===== src/rtl/alu_pkg.sv =====
// Shared types for the ALU write-back stage.
// Opcode encodings, FSM states and the opcode width.
package alu_pkg;

  localparam int OP_WIDTH = 3;

  typedef enum logic [OP_WIDTH-1:0] {
    OP_ADD = 3'b000,
    OP_SUB = 3'b001,
    OP_AND = 3'b010,
    OP_OR  = 3'b011,
    OP_XOR = 3'b100,
    OP_SHL = 3'b101,
    OP_SHR = 3'b110,
    OP_MUL = 3'b111
  } op_t;

  typedef enum logic [1:0] {
    IDLE = 2'd0,
    MUL  = 2'd1,
    WB   = 2'd2
  } state_t;

endpackage


===== src/rtl/alu_mul_seq.sv =====
// Sequential shift-add multiplier, one partial product per cycle.
// Ports: clk, reset, start (load a/b), a, b, done (last cycle), product.
module alu_mul_seq #(
  parameter int DATA_WIDTH = 8
) (
  input  logic                    clk,
  input  logic                    reset,
  input  logic                    start,
  input  logic [DATA_WIDTH-1:0]   a,
  input  logic [DATA_WIDTH-1:0]   b,
  output logic                    done,
  output logic [2*DATA_WIDTH-1:0] product
);

  localparam int CW =
    (DATA_WIDTH > 1) ? $clog2(DATA_WIDTH) : 1;
  localparam logic [CW-1:0] LAST = CW'(DATA_WIDTH - 1);

  logic                    run;
  logic [CW-1:0]           cnt;
  logic [2*DATA_WIDTH-1:0] acc;
  logic [2*DATA_WIDTH-1:0] mcand;
  logic [DATA_WIDTH-1:0]   mplier;
  logic [2*DATA_WIDTH-1:0] acc_next;

  assign acc_next = acc + (mplier[0] ? mcand : '0);

  // product includes the final iteration so the
  // parent can latch it on the same edge as done
  assign product = acc_next;
  assign done    = run && (cnt == LAST);

  always_ff @(posedge clk) begin
    if (reset) begin
      run    <= 1'b0;
      cnt    <= '0;
      acc    <= '0;
      mcand  <= '0;
      mplier <= '0;
    end else if (start) begin
      run    <= 1'b1;
      cnt    <= '0;
      acc    <= '0;
      mcand  <= {{DATA_WIDTH{1'b0}}, a};
      mplier <= b;
    end else if (run) begin
      acc    <= acc_next;
      mcand  <= mcand << 1;
      mplier <= mplier >> 1;
      cnt    <= cnt + 1'b1;
      if (done) run <= 1'b0;
    end
  end

endmodule


===== src/rtl/alu_wb_stage.sv =====
// Execute/write-back stage: single-cycle ALU ops plus a sequential
// multiply; ports: valid/ready in, reg_file write port and flags out.
module alu_wb_stage #(
  parameter int DATA_WIDTH = 8,
  parameter int ADDR_WIDTH = 2
) (
  input  logic                  clk,
  input  logic                  reset,
  input  logic                  valid_i,
  output logic                  ready_o,
  input  logic [2:0]            op_i,
  input  logic [DATA_WIDTH-1:0] rs_val_i,
  input  logic [DATA_WIDTH-1:0] rt_val_i,
  input  logic [ADDR_WIDTH-1:0] dest_addr_i,
  input  logic                  level_i,
  output logic                  wen_o,
  output logic [ADDR_WIDTH-1:0] waddr_o,
  output logic                  level_o,
  output logic [DATA_WIDTH-1:0] write_data_o,
  output logic                  zero_o,
  output logic                  carry_o,
  output logic                  busy_o
);

  import alu_pkg::*;

  state_t state_q;
  state_t state_d;
  op_t    op_in;

  logic                    accept;
  logic                    mul_start;
  logic                    mul_done;
  logic [2*DATA_WIDTH-1:0] product;

  logic [DATA_WIDTH-1:0] alu_res;
  logic                  alu_c;
  logic [DATA_WIDTH:0]   wide;
  logic [2:0]            shamt;

  assign op_in     = op_t'(op_i);
  assign accept    = valid_i && (state_q == IDLE);
  assign mul_start = accept && (op_in == OP_MUL);
  assign shamt     = rt_val_i[2:0];

  assign ready_o = (state_q == IDLE);
  assign busy_o  = (state_q != IDLE);
  assign wen_o   = (state_q == WB);

  alu_mul_seq #(
    .DATA_WIDTH (DATA_WIDTH)
  ) u_mul (
    .clk     (clk),
    .reset   (reset),
    .start   (mul_start),
    .a       (rs_val_i),
    .b       (rt_val_i),
    .done    (mul_done),
    .product (product)
  );

  // Extra top/bottom bit of wide catches carry,
  // borrow, or the last bit shifted out.
  always_comb begin
    wide    = '0;
    alu_res = '0;
    alu_c   = 1'b0;
    unique case (op_in)
      OP_ADD: begin
        wide    = {1'b0, rs_val_i} + {1'b0, rt_val_i};
        alu_res = wide[DATA_WIDTH-1:0];
        alu_c   = wide[DATA_WIDTH];
      end
      OP_SUB: begin
        wide    = {1'b0, rs_val_i} - {1'b0, rt_val_i};
        alu_res = wide[DATA_WIDTH-1:0];
        alu_c   = wide[DATA_WIDTH];
      end
      OP_AND: alu_res = rs_val_i & rt_val_i;
      OP_OR:  alu_res = rs_val_i | rt_val_i;
      OP_XOR: alu_res = rs_val_i ^ rt_val_i;
      OP_SHL: begin
        wide    = {1'b0, rs_val_i} << shamt;
        alu_res = wide[DATA_WIDTH-1:0];
        alu_c   = wide[DATA_WIDTH];
      end
      OP_SHR: begin
        wide    = {rs_val_i, 1'b0} >> shamt;
        alu_res = wide[DATA_WIDTH:1];
        alu_c   = wide[0];
      end
      default: begin
        alu_res = '0;
        alu_c   = 1'b0;
      end
    endcase
  end

  always_ff @(posedge clk) begin
    if (reset) state_q <= IDLE;
    else       state_q <= state_d;
  end

  always_comb begin
    state_d = state_q;
    unique case (state_q)
      IDLE: begin
        if (valid_i)
          state_d = (op_in == OP_MUL) ? MUL : WB;
      end
      MUL: begin
        if (mul_done) state_d = WB;
      end
      WB:      state_d = IDLE;
      default: state_d = IDLE;
    endcase
  end

  // Results latch on the edge that enters WB and
  // hold until the next write-back.
  always_ff @(posedge clk) begin
    if (reset) begin
      waddr_o      <= '0;
      level_o      <= 1'b0;
      write_data_o <= '0;
      zero_o       <= 1'b0;
      carry_o      <= 1'b0;
    end else begin
      if (accept) begin
        waddr_o <= dest_addr_i;
        level_o <= level_i;
      end
      if (accept && (op_in != OP_MUL)) begin
        write_data_o <= alu_res;
        carry_o      <= alu_c;
        zero_o       <= (alu_res == '0);
      end else if ((state_q == MUL) && mul_done) begin
        write_data_o <= product[DATA_WIDTH-1:0];
        carry_o      <= |product[2*DATA_WIDTH-1:DATA_WIDTH];
        zero_o       <= (product[DATA_WIDTH-1:0] == '0);
      end
    end
  end

endmodule


===== config.mk =====
export PLATFORM = sky130hd
export DESIGN_NAME = alu_wb_stage
export DESIGN_NICKNAME = d
export VERILOG_FILES = /design/src/rtl/alu_pkg.sv /design/src/rtl/alu_mul_seq.sv /design/src/rtl/alu_wb_stage.sv
export SDC_FILE = /design/constraint.sdc
export NUM_CORES = 1
export LEC_CHECK = 0
export BUFFER_PORTS_ARGS = -buffer_cell sky130_fd_sc_hd__clkbuf_2
export CORE_MARGIN = 3
export CORE_UTILIZATION = 60
export DETAILED_ROUTE_END_ITERATION = 8
export PLACE_DENSITY_LB_ADDON = 0.25
export REMOVE_ABC_BUFFERS = 1
export SLEW_MARGIN = 15
export SYNTH_ARGS = -nofsm -noshare
export SYNTH_HDL_FRONTEND = slang
export SYNTH_SLANG_ARGS = --single-unit

===== constraint.sdc =====
create_clock -name clk -period 3.2 [get_ports clk]
set_input_delay 0.16 -clock clk [delete_from_list [all_inputs] [get_ports clk]]
set_output_delay 0.16 -clock clk [all_outputs]
set_load 0.01 [all_outputs]

==> flow_metrics.tcl <==
set metrics [dict create \
    outcome "finished, final reports clean" \
    clk_path_buf_depth 2 \
    synthXorXnorAreaFrac_pct 2.79 \
    synth_edf_count 0 \
    hold_path.class "primary input to flop" \
    fin_cells 775 \
    ys_ff_latch 59 \
    critPathBufInv 2 \
    cts_max_level 3 \
    worstMarginPinSlew_ns 0.665 \
    crit_required_ns 3.45 \
    p_leak_nw 2.39 \
    synth_most_common_cell "nor2_1" \
    grt_usage_pct 28.8 \
    place.gp.congestion 1.06 \
    fill_cells 664 \
    fp.dieW_um 97.5 \
    cp-start-kind "flop" \
    cts_resized 0 \
    drc 0 \
    antenna_found_initial 0 \
    maxSlewViolCount 0 \
    place_area_sq_um 5380 \
    pre_cts_slack_ns 0.0964 \
    cp_top_family "compound AO/OA/AOI/OAI gates" \
    fmax_mhz 349 \
    grt_pass1_wl_um 22500 \
    final_nets 738 \
    wl_per_cell_um 17.6 \
    setup_viol 0 \
    path_cells "buf_4, and2_1, ha_1, o21ai_0, o21bai_1, a2111oi_0, buf_4, o31ai_1, a21oi_1, xnor2_1, a211oi_1" \
    rsz0062_at_grt "no" \
    holdBufCountCts 0 \
    hold_viol 0 \
    yosys-top-cells-count "nor2_1 (88), dfxtp_1 (59), mux2i_1 (51)" \
    dr_wl_met2_um 6000 \
    cts_tree "yes" \
    portBuffers 40 \
    drt-initial-drc-count 405 \
    p_seq_share_pct 42.4 \
    syn_area_per_cell_sq_um 7.98 \
    power_frac_comb_pct 23.9 \
    path_clk_slew_ns 0.08 \
    fin_area_sq_um 5560 \
    cp_max_fo 11 \
    async_reset_ff_share_pct 0 \
    seq_area_frac_synth_pct 23.5 \
    crit_type "flop to flop" \
    vias_per_cell 6.30 \
    switchingPower_uw 616 \
    core-area_sq_um 7930 \
    synth_top_area_cell "dfxtp_1" \
    relSlewSlack_pct 55.0 \
    synth_cell_types 60 \
    totalPowerFinal_mw 1.84 \
    crit_top_cell "buf_4" \
    worst_slack_ns 0.334 \
    area_growth_pct 10.6 \
    totalWireLength_um 13700 \
    synth_simple_gate_area_share_pct 22.8 \
    finalCriticalPeriod_ns 2.87 \
    antenna_cells 0 \
    clkPwrFrac_pct 33.7 \
    synth_area_leaders "dfxtp_1 (24%), ha_1 (10%), mux2i_1 (10%)" \
    syn_area_sq_um 5030 \
    cap_violations 0 \
    synth_top_family_by_area "simple AND/OR/NAND/NOR gates" \
    clock_latency_ns 0.34 \
    maxUsedRoutingLayer "met4" \
    dpl.hpwl_um 10500 \
    critical_path_arrival_ns 3.11 \
    synth_warnings 0 \
    cts-root-buf "clkbuf_8" \
    clock-sinks 59 \
    rows 32 \
    synth_top_cell_area_share_pct 23.5 \
    synth_fa_ha_area_share_pct 11.7 \
    crit_slowest_cell "dfxtp_1" \
    tns_ns 0 \
    wl_met3_um 1150 \
    p_per_area_nw_per_um2 331 \
    cts_made_buffers 9 \
    met1_length_um 6420 \
    skew_ns 0.0139 \
    first_pass_iters 5 \
    drive_above_1_share_pct 14.9 \
    post_cts_buffers 0 \
    syn_inst 630 \
    synthMuxAreaShare_pct 12.8 \
    overflow 0 \
    peakVddDrop_mv 0.394 \
    slowest_delay_ns 0.53 \
    fin_crit_sh_pct 89.6 \
    placed_cells_incl_taps 759 \
    antenna_left 0 \
    die_h_um 97.5 \
    dieArea_sq_um 9510 \
    grt_pass1_vias 4420 \
    synth_ff_type "dfxtp_1" \
    endpoint_kind "flop" \
    p_int_mw 1.22 \
    grt_max_degree 34 \
    netSwitchingFraction_pct 33.5 \
    synth_compound_gate_area_share_pct 20.7 \
    vias 4884 \
    io_pins 41 \
    initial_core_util_pct 63.4 \
]
-- worst reg2reg max path, delay by kind of cell (launching register included) --
kind / cells / cell delay [ns]
compound gates: 6 / 1.30
flops: 1 / 0.53
buf+inv: 2 / 0.42
fa+ha+maj: 1 / 0.29
simple gates: 1 / 0.13
xor+xnor: 1 / 0.12
-- cells in the final DEF, fill, tap and decap left out, types with 17 or more instances in the layout --
| cell type | instances |
|---|---|
| clkbuf_2 | 40 |
| buf_4 | 23 |
| ha_1 | 42 |
| a21oi_1 | 37 |
| mux2i_1 | 51 |
| dfxtp_1 | 58 |
| nand2_1 | 26 |
| and2_1 | 17 |
| a211oi_1 | 27 |
| nor3_1 | 18 |
| nor2_1 | 88 |
| inv_1 | 37 |
-- routing by layer --
| layer | global-route usage, % | vias to the layer above |
|---|---|---|
| li1 | - | 2368 |
| met1 | 43.0 | 2288 |
| met2 | 43.0 | 218 |
| met3 | 5.60 | 10 |
| met4 | 5.64 | 0 |
| met5 | 0 | - |
-- worst paths after layout --
path | end | slack [ns] | cells after the start | start
max | u_mul.acc[15]$_SDFFE_PP0P_ | 0.33 | 11 | u_mul.mplier[0]$_SDFFE_PP0P_
min | level_o$_SDFFE_PP0P_ | 0.04 | 3 | level_i
max reg2reg | u_mul.acc[15]$_SDFFE_PP0P_ | 0.33 | 11 | u_mul.mplier[0]$_SDFFE_PP0P_
min reg2reg | waddr_o[0]$_SDFFE_PP0P_ | 0.47 | 2 | waddr_o[0]$_SDFFE_PP0P_
-- cell type report --
class	count	area, sq um	share of cell area, %
Sequential cell	59	1180	21.3
Clock inverter	7	53.8	0.968
Clock buffer	9	124	2.23
Timing Repair Buffer	63	373	6.71
Multi-Input combinational cell	497	3550	64.0
Inverter	38	143	2.57
Tap cell	102	128	2.30
-- sequential cells by signal, indices dropped and copies added (netlist names) --
signal	count
u_mul.acc	16
state_q	2
u_mul.cnt	3
level_o	1
u_mul.mcand	16
u_mul.run	1
u_mul.mplier	8
zero_o	1
write_data_o	8
carry_o	1
waddr_o	2
-- through the flow --
stage,hold WS [ns],utilization [%]
after floorplan,0.229,-
after global placement,0.383,67.9
after detailed placement,0.396,67.9
after CTS,0.0281,70.1
after global routing,0.0527,70.1
final,0.0351,70.1
-- logic make-up after synthesis --
kind of cell | Yosys count
AOI/OAI and AO/OA | 149
xor gates and xnor gates | 16
and+or+nand+nor | 229
DFF | 59
buffers and inverters | 74
muxes | 58
adders and majority gates | 45
-- power groups by stage --
stage | logic (mW) | registers, mW | clock network, mW
detailed placement | 0.428 | 0.795 | 0
floorplan | 0.256 | 0.799 | 0
global route | 0.478 | 0.781 | 0.670
finish | 0.440 | 0.779 | 0.619
global placement | 0.423 | 0.793 | 0
CTS | 0.431 | 0.778 | 0.633
No activity file was read; power rests on OpenSTA's default activity.
